## src/rtl/uart_rx_param.sv

```systemverilog
// uart_rx_param -- parametrised oversampling UART receiver.
//
// Receives asynchronous serial frames (start, DATA_BITS data LSB first,
// optional parity, STOP_BITS stop bits) and presents each word on a
// valid/ready output. The line is synchronised by two flops. Each bit is
// the 3-sample majority around mid-bit. False starts, overruns and break
// frames are detected.
//
// Ports:
//   clk        system clock
//   rst_n      asynchronous active-low reset
//   samp_en    oversample strobe (OVERSAMPLE per bit period)
//   rx         serial line, idles high
//   m_data     received word
//   m_valid    m_data and flags valid
//   m_ready    consumer accepts the word when m_valid && m_ready
//   parity_err parity mismatch of the held word
//   frame_err  a stop bit sampled 0 for the held word
//   overrun    sticky: a completed frame was dropped
//   err_clr    clears overrun
//   break_det  one-cycle pulse on a break frame
//   busy       frame in progress
module uart_rx_param #(
    parameter int OVERSAMPLE = 16,
    parameter int DATA_BITS  = 8,
    parameter int PARITY     = 0,
    parameter int STOP_BITS  = 1
) (
    input  logic                 clk,
    input  logic                 rst_n,
    input  logic                 samp_en,
    input  logic                 rx,
    output logic [DATA_BITS-1:0] m_data,
    output logic                 m_valid,
    input  logic                 m_ready,
    output logic                 parity_err,
    output logic                 frame_err,
    output logic                 overrun,
    input  logic                 err_clr,
    output logic                 break_det,
    output logic                 busy
);

    localparam int SW  = $clog2(OVERSAMPLE);
    localparam int BW  = $clog2(DATA_BITS + 1);
    localparam int MID = OVERSAMPLE / 2;

    localparam logic [SW-1:0] SC_MID_M1 = SW'(MID - 1);
    localparam logic [SW-1:0] SC_MID    = SW'(MID);
    localparam logic [SW-1:0] SC_MID_P1 = SW'(MID + 1);
    localparam logic [SW-1:0] SC_LAST   = SW'(OVERSAMPLE - 1);
    localparam logic [BW-1:0] BC_DATA   = BW'(DATA_BITS);
    localparam logic [BW-1:0] BC_STOP_L = BW'(STOP_BITS - 1);

    typedef enum logic [2:0] {
        S_IDLE, S_START, S_DATA, S_PARITY, S_STOP
    } state_t;

    state_t                 r_state;
    state_t                 w_state_next;
    logic                   r_rx_meta;
    logic                   r_rx_s;
    logic                   r_rx_prev;
    logic [SW-1:0]          r_scnt;
    logic [BW-1:0]          r_bcnt;
    logic [1:0]             r_samp;
    logic [DATA_BITS-1:0]   r_shift;
    logic                   r_par_bit;
    logic                   r_stop_err;
    logic                   r_stop_one;
    logic [DATA_BITS-1:0]   r_m_data;
    logic                   r_m_valid;
    logic                   r_parity_err;
    logic                   r_frame_err;
    logic                   r_overrun;
    logic                   r_break;

    logic                   w_fall;
    logic                   w_decide;
    logic                   w_bit_end;
    logic                   w_bit;
    logic                   w_complete;
    logic                   w_frame_err;
    logic                   w_par_exp;
    logic                   w_par_err;
    logic                   w_break;

    // Two-flop synchroniser; idles high so reset must not look like a start.
    always_ff @(posedge clk or negedge rst_n) begin
        if (!rst_n) begin
            r_rx_meta <= 1'b1;
            r_rx_s    <= 1'b1;
        end else begin
            r_rx_meta <= rx;
            r_rx_s    <= r_rx_meta;
        end
    end

    assign w_fall    = r_rx_prev & ~r_rx_s;
    assign w_decide  = (r_scnt == SC_MID_P1);
    assign w_bit_end = (r_scnt == SC_LAST);
    // Majority of the two stored samples and the sample taken now.
    assign w_bit     = (r_samp[0] & r_samp[1]) | (r_samp[0] & r_rx_s) | (r_samp[1] & r_rx_s);

    // State register: advances only on oversample ticks.
    always_ff @(posedge clk or negedge rst_n) begin
        if (!rst_n) begin
            r_state <= S_IDLE;
        end else if (samp_en) begin
            r_state <= w_state_next;
        end
    end

    // Next-state logic (evaluated as if this cycle were a tick).
    always_comb begin
        w_state_next = r_state;
        case (r_state)
            S_IDLE:   if (w_fall) w_state_next = S_START;
            S_START: begin
                if (w_decide && w_bit)  w_state_next = S_IDLE;
                else if (w_bit_end)     w_state_next = S_DATA;
            end
            S_DATA: begin
                if (w_bit_end && (r_bcnt == BC_DATA))
                    w_state_next = (PARITY != 0) ? S_PARITY : S_STOP;
            end
            S_PARITY: if (w_bit_end) w_state_next = S_STOP;
            // Leave at the last stop decision, not at the end of the bit,
            // so a fast transmitter's next start edge is not missed.
            S_STOP:   if (w_decide && (r_bcnt == BC_STOP_L)) w_state_next = S_IDLE;
            default:  w_state_next = S_IDLE;
        endcase
    end

    // Output / frame-result decode.
    always_comb begin
        w_complete  = samp_en && (r_state == S_STOP) && w_decide && (r_bcnt == BC_STOP_L);
        w_frame_err = r_stop_err | ~w_bit;
        w_par_exp   = (PARITY == 2) ? ~^r_shift : ^r_shift;
        w_par_err   = (PARITY != 0) && (r_par_bit != w_par_exp);
        w_break     = (r_shift == '0) && ((PARITY == 0) || !r_par_bit) && !(r_stop_one | w_bit);
        busy        = (r_state != S_IDLE);
    end

    // Bit timing, sampling and frame assembly.
    always_ff @(posedge clk or negedge rst_n) begin
        if (!rst_n) begin
            r_rx_prev  <= 1'b1;
            r_scnt     <= '0;
            r_bcnt     <= '0;
            r_samp     <= '0;
            r_shift    <= '0;
            r_par_bit  <= 1'b0;
            r_stop_err <= 1'b0;
            r_stop_one <= 1'b0;
        end else if (samp_en) begin
            r_rx_prev <= r_rx_s;

            // The detection tick is position 0 of the start bit.
            if (r_state == S_IDLE)
                r_scnt <= w_fall ? SW'(1) : '0;
            else if ((w_state_next == S_IDLE) || w_bit_end)
                r_scnt <= '0;
            else
                r_scnt <= r_scnt + 1'b1;

            if (r_scnt == SC_MID_M1) r_samp[0] <= r_rx_s;
            if (r_scnt == SC_MID)    r_samp[1] <= r_rx_s;

            case (r_state)
                S_IDLE: begin
                    r_bcnt     <= '0;
                    r_stop_err <= 1'b0;
                    r_stop_one <= 1'b0;
                end
                S_DATA: begin
                    if (w_decide) begin
                        r_shift <= {w_bit, r_shift[DATA_BITS-1:1]};
                        r_bcnt  <= r_bcnt + 1'b1;
                    end else if (w_bit_end && (r_bcnt == BC_DATA)) begin
                        r_bcnt  <= '0;   // reused as stop-bit counter
                    end
                end
                S_PARITY: if (w_decide) r_par_bit <= w_bit;
                S_STOP: begin
                    if (w_decide) begin
                        r_bcnt     <= r_bcnt + 1'b1;
                        r_stop_err <= r_stop_err | ~w_bit;
                        r_stop_one <= r_stop_one | w_bit;
                    end
                end
                default: ;
            endcase
        end
    end

    // Output word register and handshake.
    always_ff @(posedge clk or negedge rst_n) begin
        if (!rst_n) begin
            r_m_data     <= '0;
            r_m_valid    <= 1'b0;
            r_parity_err <= 1'b0;
            r_frame_err  <= 1'b0;
            r_overrun    <= 1'b0;
            r_break      <= 1'b0;
        end else begin
            r_break <= w_complete && w_break;

            if (w_complete && (!r_m_valid || m_ready)) begin
                r_m_data     <= r_shift;
                r_parity_err <= w_par_err;
                r_frame_err  <= w_frame_err;
                r_m_valid    <= 1'b1;
            end else if (r_m_valid && m_ready) begin
                r_m_valid    <= 1'b0;
            end

            // A drop wins over a simultaneous clear.
            if (w_complete && r_m_valid && !m_ready)
                r_overrun <= 1'b1;
            else if (err_clr)
                r_overrun <= 1'b0;
        end
    end

    assign m_data     = r_m_data;
    assign m_valid    = r_m_valid;
    assign parity_err = r_parity_err;
    assign frame_err  = r_frame_err;
    assign overrun    = r_overrun;
    assign break_det  = r_break;

endmodule

```

## config.mk

```make
export PLATFORM = sky130hd
export DESIGN_NAME = uart_rx_param
export DESIGN_NICKNAME = d
export VERILOG_FILES = /design/src/rtl/uart_rx_param.sv
export SDC_FILE = /design/constraint.sdc
export NUM_CORES = 1
export LEC_CHECK = 0
export ABC_CLOCK_PERIOD_IN_PS = 2400
export CAP_MARGIN = 20
export CORE_ASPECT_RATIO = 0.8
export CORE_MARGIN = 2
export CORE_UTILIZATION = 55
export CTS_CLUSTER_SIZE = 25
export DETAILED_ROUTE_END_ITERATION = 16
export PLACE_DENSITY_LB_ADDON = 0.25
export SYNTH_ARGS = -nofsm -noshare
export SYNTH_HDL_FRONTEND = slang
export SYNTH_SLANG_ARGS = --single-unit
```

## constraint.sdc

```tcl
create_clock -name clk -period 2.4 [get_ports clk]
set_input_delay 0.48 -clock clk [delete_from_list [all_inputs] [get_ports clk]]
set_output_delay 0.48 -clock clk [all_outputs]
set_load 0.005 [all_outputs]
```

==> out/summary.md, run 1 <==
The flow ran to the end, and the final reports show no timing, DRC or antenna violations. The area growth from synthesis to layout is 16.5%. Setup violations remaining at the end of the flow were counted as 0. STA classifies the critical path startpoint as a flop. The critical path is of the flop to primary output type. Counting cells, the worst reg-to-reg path comes to 6.

Measured against its own limit, the worst slew margin works out to 65.0%. In the routed layout, each cell is associated on average with a via count of 5.97. Final antenna diode count: 0.

The peak clock frequency supported by timing came out at 459 MHz. The remaining antenna violation count after routing was 0. After clock tree synthesis, the repair step resized 0 gates. The data arrival time of the critical path came out at 1.70 ns.

After technology mapping, the gate count stands at 160. The most used flip-flop cell after synthesis is dfrtp_1. Traced cell by cell, the critical path runs through inv_1 -> nand2_1 -> clkdlybuf4s50_1.

The sum of internal, switching and leakage power was 1.87 mW. The logs give 4.00 mm for the routed wire length and 259 for the number of fill cells. 20 I/O pins were placed. After layout, the minimum clock period comes to 2.18 ns. The total area inside the core boundary comes to 3380 um^2.

The worst register-to-register path begins at r_scnt[1]. Maximum level of the CTS H-tree: 2. For hold timing, the worst endpoint is r_rx_s.

Setup total negative slack on the finished layout was measured at 0 ns. The starting utilization of the core area was 56.2%. Setup slack closes at 0.221 ns. The worst hold path passes through 0 cells. The tools report the total count of hold-check failures in the final report as 0. For this block, the initial DRC count from the detailed router was 84. Initial antenna violation count: 0. For this design, the sink count on the clock tree is 38. The number of buffers inserted during clock tree synthesis was 5; the maximum net fanout on the critical path was 9. Yosys printed 0 warnings.

For this run, the post-layout net count is 194. For the pin with the worst max-slew slack, the measured transition is 0.521 ns. The cell with the largest stage delay on the worst path was dfrtp_1. Layout cell share with drive strength beyond 1: 23.4%. Dividing the synthesized area by the synthesized cell count gives 11.8 um^2. The worst-case IR drop observed on VDD is 0.000632 V. TritonCTS built the clock tree.

The tools report the maximum count of clock buffers along a single path as 2. The startpoint of the worst hold path is r_rx_meta. The floorplan has 19 rows. The first global-routing pass estimated 6.83 mm of wire. The floorplan step set the die width to 69.6 um.

Commonest non-fill, non-tap cell in the layout: dfrtp_1. Number of synthesized register bits: 38. Setup repair after global routing left no endpoint under its margin. Last weighted congestion value of the routability-driven placer: 0.836.

The min-delay analysis places its worst path in the category flop to flop. The number of maximum-capacitance violations is 0, and the clock insertion delay at the later pin of the skew report is 0.29 ns. The fraction of the cycle the final worst path needs came out at 90.8%. The tools report the count of cell types in the netlist as 47. In this run the power density over the cells is 848 nW/um^2. For this run, design rule violations remaining after detail routing come to 0.

The run gives 226 as the final instance count without filler cells. The pre-antenna-repair detailed-routing pass consisted of 4 iterations. Measured on the finished design, the core utilization comes to 65.4%. In this run, post-CTS hold repair placed 0 buffers. The root buffer cell was clkbuf_8. In the layout the commonest cells are 35 x dfrtp_1, 18 x clkdlybuf4s50_1, 12 x inv_1, 11 x mux2_2, 9 x mux2_4.

The chip height works out to 56.5 um. The worst setup path is captured at a primary output. For the proportion of synthesized chip area in sequential cells, the log shows 50.4%. The post-synth design cell area is 1900 um^2, and the largest stage delay on the critical path is 0.56 ns. The post-CTS setup buffer count is 0. In the final routed layout, each cell accounts on average for 17.7 um. The tools report the worst setup skew after layout as 0.00896 ns. At the worst endpoint, the required time is 1.92 ns.

Detailed placement finished with a half-perimeter wire length of 2.85 mm. The detailed router placed 1,350 vias in this run. Input and output buffers added on the ports amount to 18.

The proportion of register bits with asynchronous set or reset after synthesis was 100%. The number of slew-limit violations in the final report was 0; the area of the die was 3940 um^2. The leakage power total is 1.05 nW. When the netlist entered floorplanning its net count stood at 171.

After clock tree synthesis, the clock-pin slew on the worst setup and hold paths is 0.07 ns. Before CTS, the worst setup slack after placement is 0.214 ns. Across every metal layer, demand over resource in global routing totals 22.8%.

The maximum number of pins on one net before global-route repair is 39. The endpoint identified for the worst register-to-register timing path is m_data[3]. The total overflow left after global routing is 0. For flop-to-flop paths, the worst setup slack is 0.41 ns.

The cell count after placement was 218; the via count of the first global-routing pass was 1,387. The synthesized design contains 0 enable-type register cells.
[cells in the mapped netlist, types with 2 or more instances]
cell type | number | share of area, %
dfrtp_1 | 35 | 46
inv_1 | 12 | 2.4
mux2_2 | 11 | 6.5
mux2_4 | 9 | 7.1
o21ai_0 | 7 | 1.8
a21oi_1 | 6 | 1.6
nand2_1 | 6 | 1.2
nor2_1 | 6 | 1.2
ha_1 | 5 | 3.3
nand3_1 | 5 | 1.3
nand4_1 | 5 | 1.7
o211ai_1 | 4 | 1.6
o22ai_1 | 4 | 1.3
buf_2 | 3 | 0.79
dfstp_2 | 3 | 4.2
nand3b_1 | 3 | 1.2
buf_6 | 2 | 1.2
nor3b_2 | 2 | 1.3
nor4_1 | 2 | 0.66
or3_1 | 2 | 0.66
or4_1 | 2 | 0.79
[through the flow]
step,hold WS [ns],instance area (um^2)
floorplan,0.184,1900
global placement,0.348,2110
detailed placement,0.348,2110
CTS,0.359,2210
global route,0.360,2210
finish,0.358,2210
[cell type report]
type	instances	area, um^2	share of cell area, %
Clock inverter	2	12.5	0.567
Tap cell	42	52.6	2.38
Sequential cell	38	955	43.2
Timing Repair Buffer	22	210	9.52
Clock buffer	6	82.6	3.74
Inverter	12	45.0	2.04
Multi-Input combinational cell	104	851	38.5
[how the worst max path moves through the flow]
stage / cells after the start / slack (ns) / startpoint / to
after floorplan: 8 / 0.69 / r_scnt[1] / frame_err
after global placement: 5 / 0.31 / samp_en / m_data[2]
after detailed placement: 5 / 0.21 / samp_en / m_data[3]
after CTS: 3 / 0.24 / r_state[2] / busy
after global routing: 3 / 0.17 / r_state[2] / busy
final: 3 / 0.22 / r_state[2] / busy
[state kept, by name, summed over array words and instances, names as in the netlist, 2 cells and up]
name     flops
r_shift      8
r_scnt       4
m_data       8
r_state      3
r_bcnt       4
r_samp       2
[layer usage]
layer,track usage (%),wire (um),part of all wire (%),vias to the layer above
li1,-,-,-,627
met5,0,0,0,-
met4,10.2,99,2.5,0
met3,5.39,206,5.2,11
met1,31.6,1900,48,659
met2,34.6,1790,45,53
[logic make-up (layout without fill, tap and decap cells)]
group	Yosys count	count (layout)	share of synthesized area (%)
compound gates	31	31	11.0
flops	38	38	50.4
simple gates	46	46	16.2
fa+ha+maj	6	6	3.83
other cells	1	1	0.198
buf+inv	18	42	4.75
mux	20	20	13.7
[power by group]
| part | internal, mW | leakage, nW | switching, mW |
|---|---|---|---|
| sequential | 0.756 | 0.485 | 0.162 |
| clock | 0.231 | 0.0472 | 0.228 |
| combinational | 0.220 | 0.519 | 0.276 |
| total | 1.21 | 1.05 | 0.666 |
[worst max-delay path: cells and delay by family (launching register included)]
kind,cells,cell delay (ns)
buf+inv,2,0.74
simple gates,1,0.11
flops,1,0.56
Note: power is estimated with default switching activity, not from simulation.
==> run 2, diff against run 1 <==
--- a/config.mk
+++ b/config.mk
@@ -8,11 +8,12 @@
 export ABC_CLOCK_PERIOD_IN_PS = 2400
 export CAP_MARGIN = 20
 export CORE_ASPECT_RATIO = 0.8
-export CORE_MARGIN = 2
+export CORE_MARGIN = 8
 export CORE_UTILIZATION = 55
 export CTS_CLUSTER_SIZE = 25
 export DETAILED_ROUTE_END_ITERATION = 16
 export PLACE_DENSITY_LB_ADDON = 0.25
+export SLEW_MARGIN = 20
 export SYNTH_ARGS = -nofsm -noshare
 export SYNTH_HDL_FRONTEND = slang
 export SYNTH_SLANG_ARGS = --single-unit
==> run 2 against run 1 <==
  * Die area up 42%
  * Design area increased by 0.85%
  * Sequential power about the same
  * Sequential cell count stayed put
  * Critical path type unchanged
  * Largest cell class unchanged
==> out/summary.md, run 2 (synthesis gave the netlist of run 1 again) <==
The clock insertion delay at the later pin of the skew report is 0.29 ns (about the same), and the number of buffers inserted during clock tree synthesis is 5 (unchanged). The tools report the maximum count of clock buffers along a single path as 2 (unchanged). The HPWL after detailed placement is 2.84 mm (-0.23%), and the number of cells upsized or downsized after cts is 0 (unchanged).

The kind of critical path was flop to primary output. The overall die width works out to 81.6 um (+17%). The tightest min-delay check is of the flop to flop type. The clock transition time at the flip-flop clock pins of the worst setup and hold paths is 0.07 ns (about the same).

The final standard cell utilization of the core was 66.0% (+0.56 points); the via count of the first global-routing pass was 1,392 (+0.36%). The run gives 2230 um^2 (+0.85%) as the post-layout instance area. The met3 wire length is 209 um (+1.5%).

The maximum net fanout on the critical path was 9 (unchanged); the cell count after placement was 218 (unchanged). The data arrival time of the critical path came out at 1.72 ns (+0.02 ns). The post-layout minimum cycle time was 2.20 ns (+0.0199 ns); the number of nets in the layout was 194 (unchanged).

The logs give 3.84 mm (-3.9%) for the routed wire length and 0.883 (+5.6%) for the last weighted congestion value of the routability-driven placer. The layout overhead on the synthesized area was 17.5%; the routed wire length on met2 was 1.73 mm (-3.3%). The chip height was 68.5 um (+21%).

The logs give 2 (unchanged) for the maximum level of the CTS H-tree and 226 (unchanged) for the final instance count without filler cells. The vias per cell came out at 5.98 (about the same). The final antenna diode count was 0 (unchanged); the number of slew-limit violations in the final report was 0 (unchanged). The total global-route track usage was 15.7% (-7.1 points). For the sink count of the clock tree, the log shows 38 (unchanged).

The detailed-router iteration count before antenna repair was 4 (unchanged). For the number of design-rule violations left by the first detailed-router iteration, the log shows 129 (+54%). The setup slack at placement was 0.249 ns (+0.0351 ns); the wire length per cell after detailed routing was 17.0 um (-3.9%). The run gives 0.201 ns (-0.0199 ns) as the slack of the critical path. The final total negative setup slack is 0 ns (unchanged). The library cells used most frequently in the layout, excluding fill and tap cells, are 35 x dfrtp_1, 18 x clkdlybuf4s50_1, 12 x inv_1, 11 x mux2_2, 9 x mux2_4.

The worst setup skew after layout is 0.00389 ns (-0.00508 ns), and the post-CTS setup buffer count is 0 (unchanged). After detailed routing, no signal wire sits above met4. The total count of hold-check failures in the final report is 0 (unchanged), and the layout cell share with drive strength beyond 1 is 23.4% (unchanged).

The quantity of hold-fixing buffers added after cts is 0 (unchanged), and the wire length of the first global-routing pass is 6.73 mm (-1.5%). Met1 routed wirelength after detailed routing: 1.86 mm (-2.3%). The flow ran to the end, and the final reports show no timing, DRC or antenna violations.

The number of maximum-capacitance violations is 0 (unchanged). The logs give 5590 um^2 (+42%) for the area of the die and 56.2% (unchanged) for the starting utilization of the core area. Total grt overflow: 0 (unchanged). Setup repair after global routing left no endpoint under its margin.

The site row count came out at 19 (unchanged). For the initial antenna violation count, the log shows 0 (unchanged). The tools report the maximum number of pins on one net before global-route repair as 39 (unchanged).

The total power per unit cell area came out at 874 nW/um^2 (+3.1%). Peak clock frequency supported by timing: 455 MHz (-0.90%). The area of the core was 3380 um^2 (unchanged); the post-detailed-route DRC marker count was 0 (unchanged). STA classifies the critical path endpoint as a primary output.

The run gives 0.000749 V (+18%) as the worst vdd rail ir drop. Leaving out fill and tap cells, the most frequent cell in the layout is dfrtp_1. The number of endpoints failing setup at the final stage is 0 (unchanged). The critical path launch point type was a flop. The logs give 0 (unchanged) for the remaining antenna violation count after routing and 1.92 ns (about the same) for the required arrival time at the worst endpoint. TritonCTS built the clock tree. The number of buffer cells added on primary ports was 18 (unchanged). For the leakage power total, the log shows 1.05 nW (+0.30%). The count of pins on the block boundary is 20 (unchanged). Fraction of the cycle the final worst path needs: 91.6% (+0.83 points). The tools report the root buffer cell as clkbuf_8.

The total via count after detailed routing was 1,351 (+0.074%). The run gives 2110 um^2 (unchanged) as the area after detailed placement.
## run 2: routing by layer
metal / up-vias / global-route usage, %
met2: 37 / 24.8
met4: 0 / 4.59
met5: - / 0
met3: 6 / 4.02
li1: 632 / -
met1: 676 / 21.1
## run 2: through the flow
stage | hold slack (ns) | total power [mW]
after floorplan | 0.184 | 1.27
after global placement | 0.348 | 1.36
after detailed placement | 0.350 | 1.41
after CTS | 0.363 | 1.95
after global routing | 0.366 | 2.08
final | 0.359 | 1.95
## run 2: final timing paths
check | start | end | slack (ns) | cells after the start
min in group asynchronous | rst_n | m_data[7] | 0.61 | 2
max | r_state[2] | busy | 0.20 | 3
max reg2reg | r_scnt[1] | m_data[5] | 0.43 | 6
max in group asynchronous | rst_n | r_rx_meta | 1.42 | 2
min reg2reg | r_rx_meta | r_rx_s | 0.36 | 0
min | r_rx_meta | r_rx_s | 0.36 | 0
## run 2: worst max-delay path, cell delays in order (launching register included)
cell,delay [ns]
dfrtp_1,0.55
inv_1,0.25
nand2_1,0.13
clkdlybuf4s50_1,0.50
## run 2: area by class of cell
type | count | area, um^2
Timing Repair Buffer | 22 | 210
Multi-Input combinational cell | 104 | 851
Clock buffer | 5 | 68.8
Inverter | 12 | 45.0
Sequential cell | 38 | 955
Tap cell | 42 | 52.6
Clock inverter | 3 | 45.0
Fill cell | 267 | 1150
## run 2: power breakdown
| group | internal (mW) | switching [mW] | total [mW] |
|---|---|---|---|
| registers | 0.757 | 0.159 | 0.915 |
| clock network | 0.309 | 0.226 | 0.535 |
| logic | 0.220 | 0.276 | 0.496 |
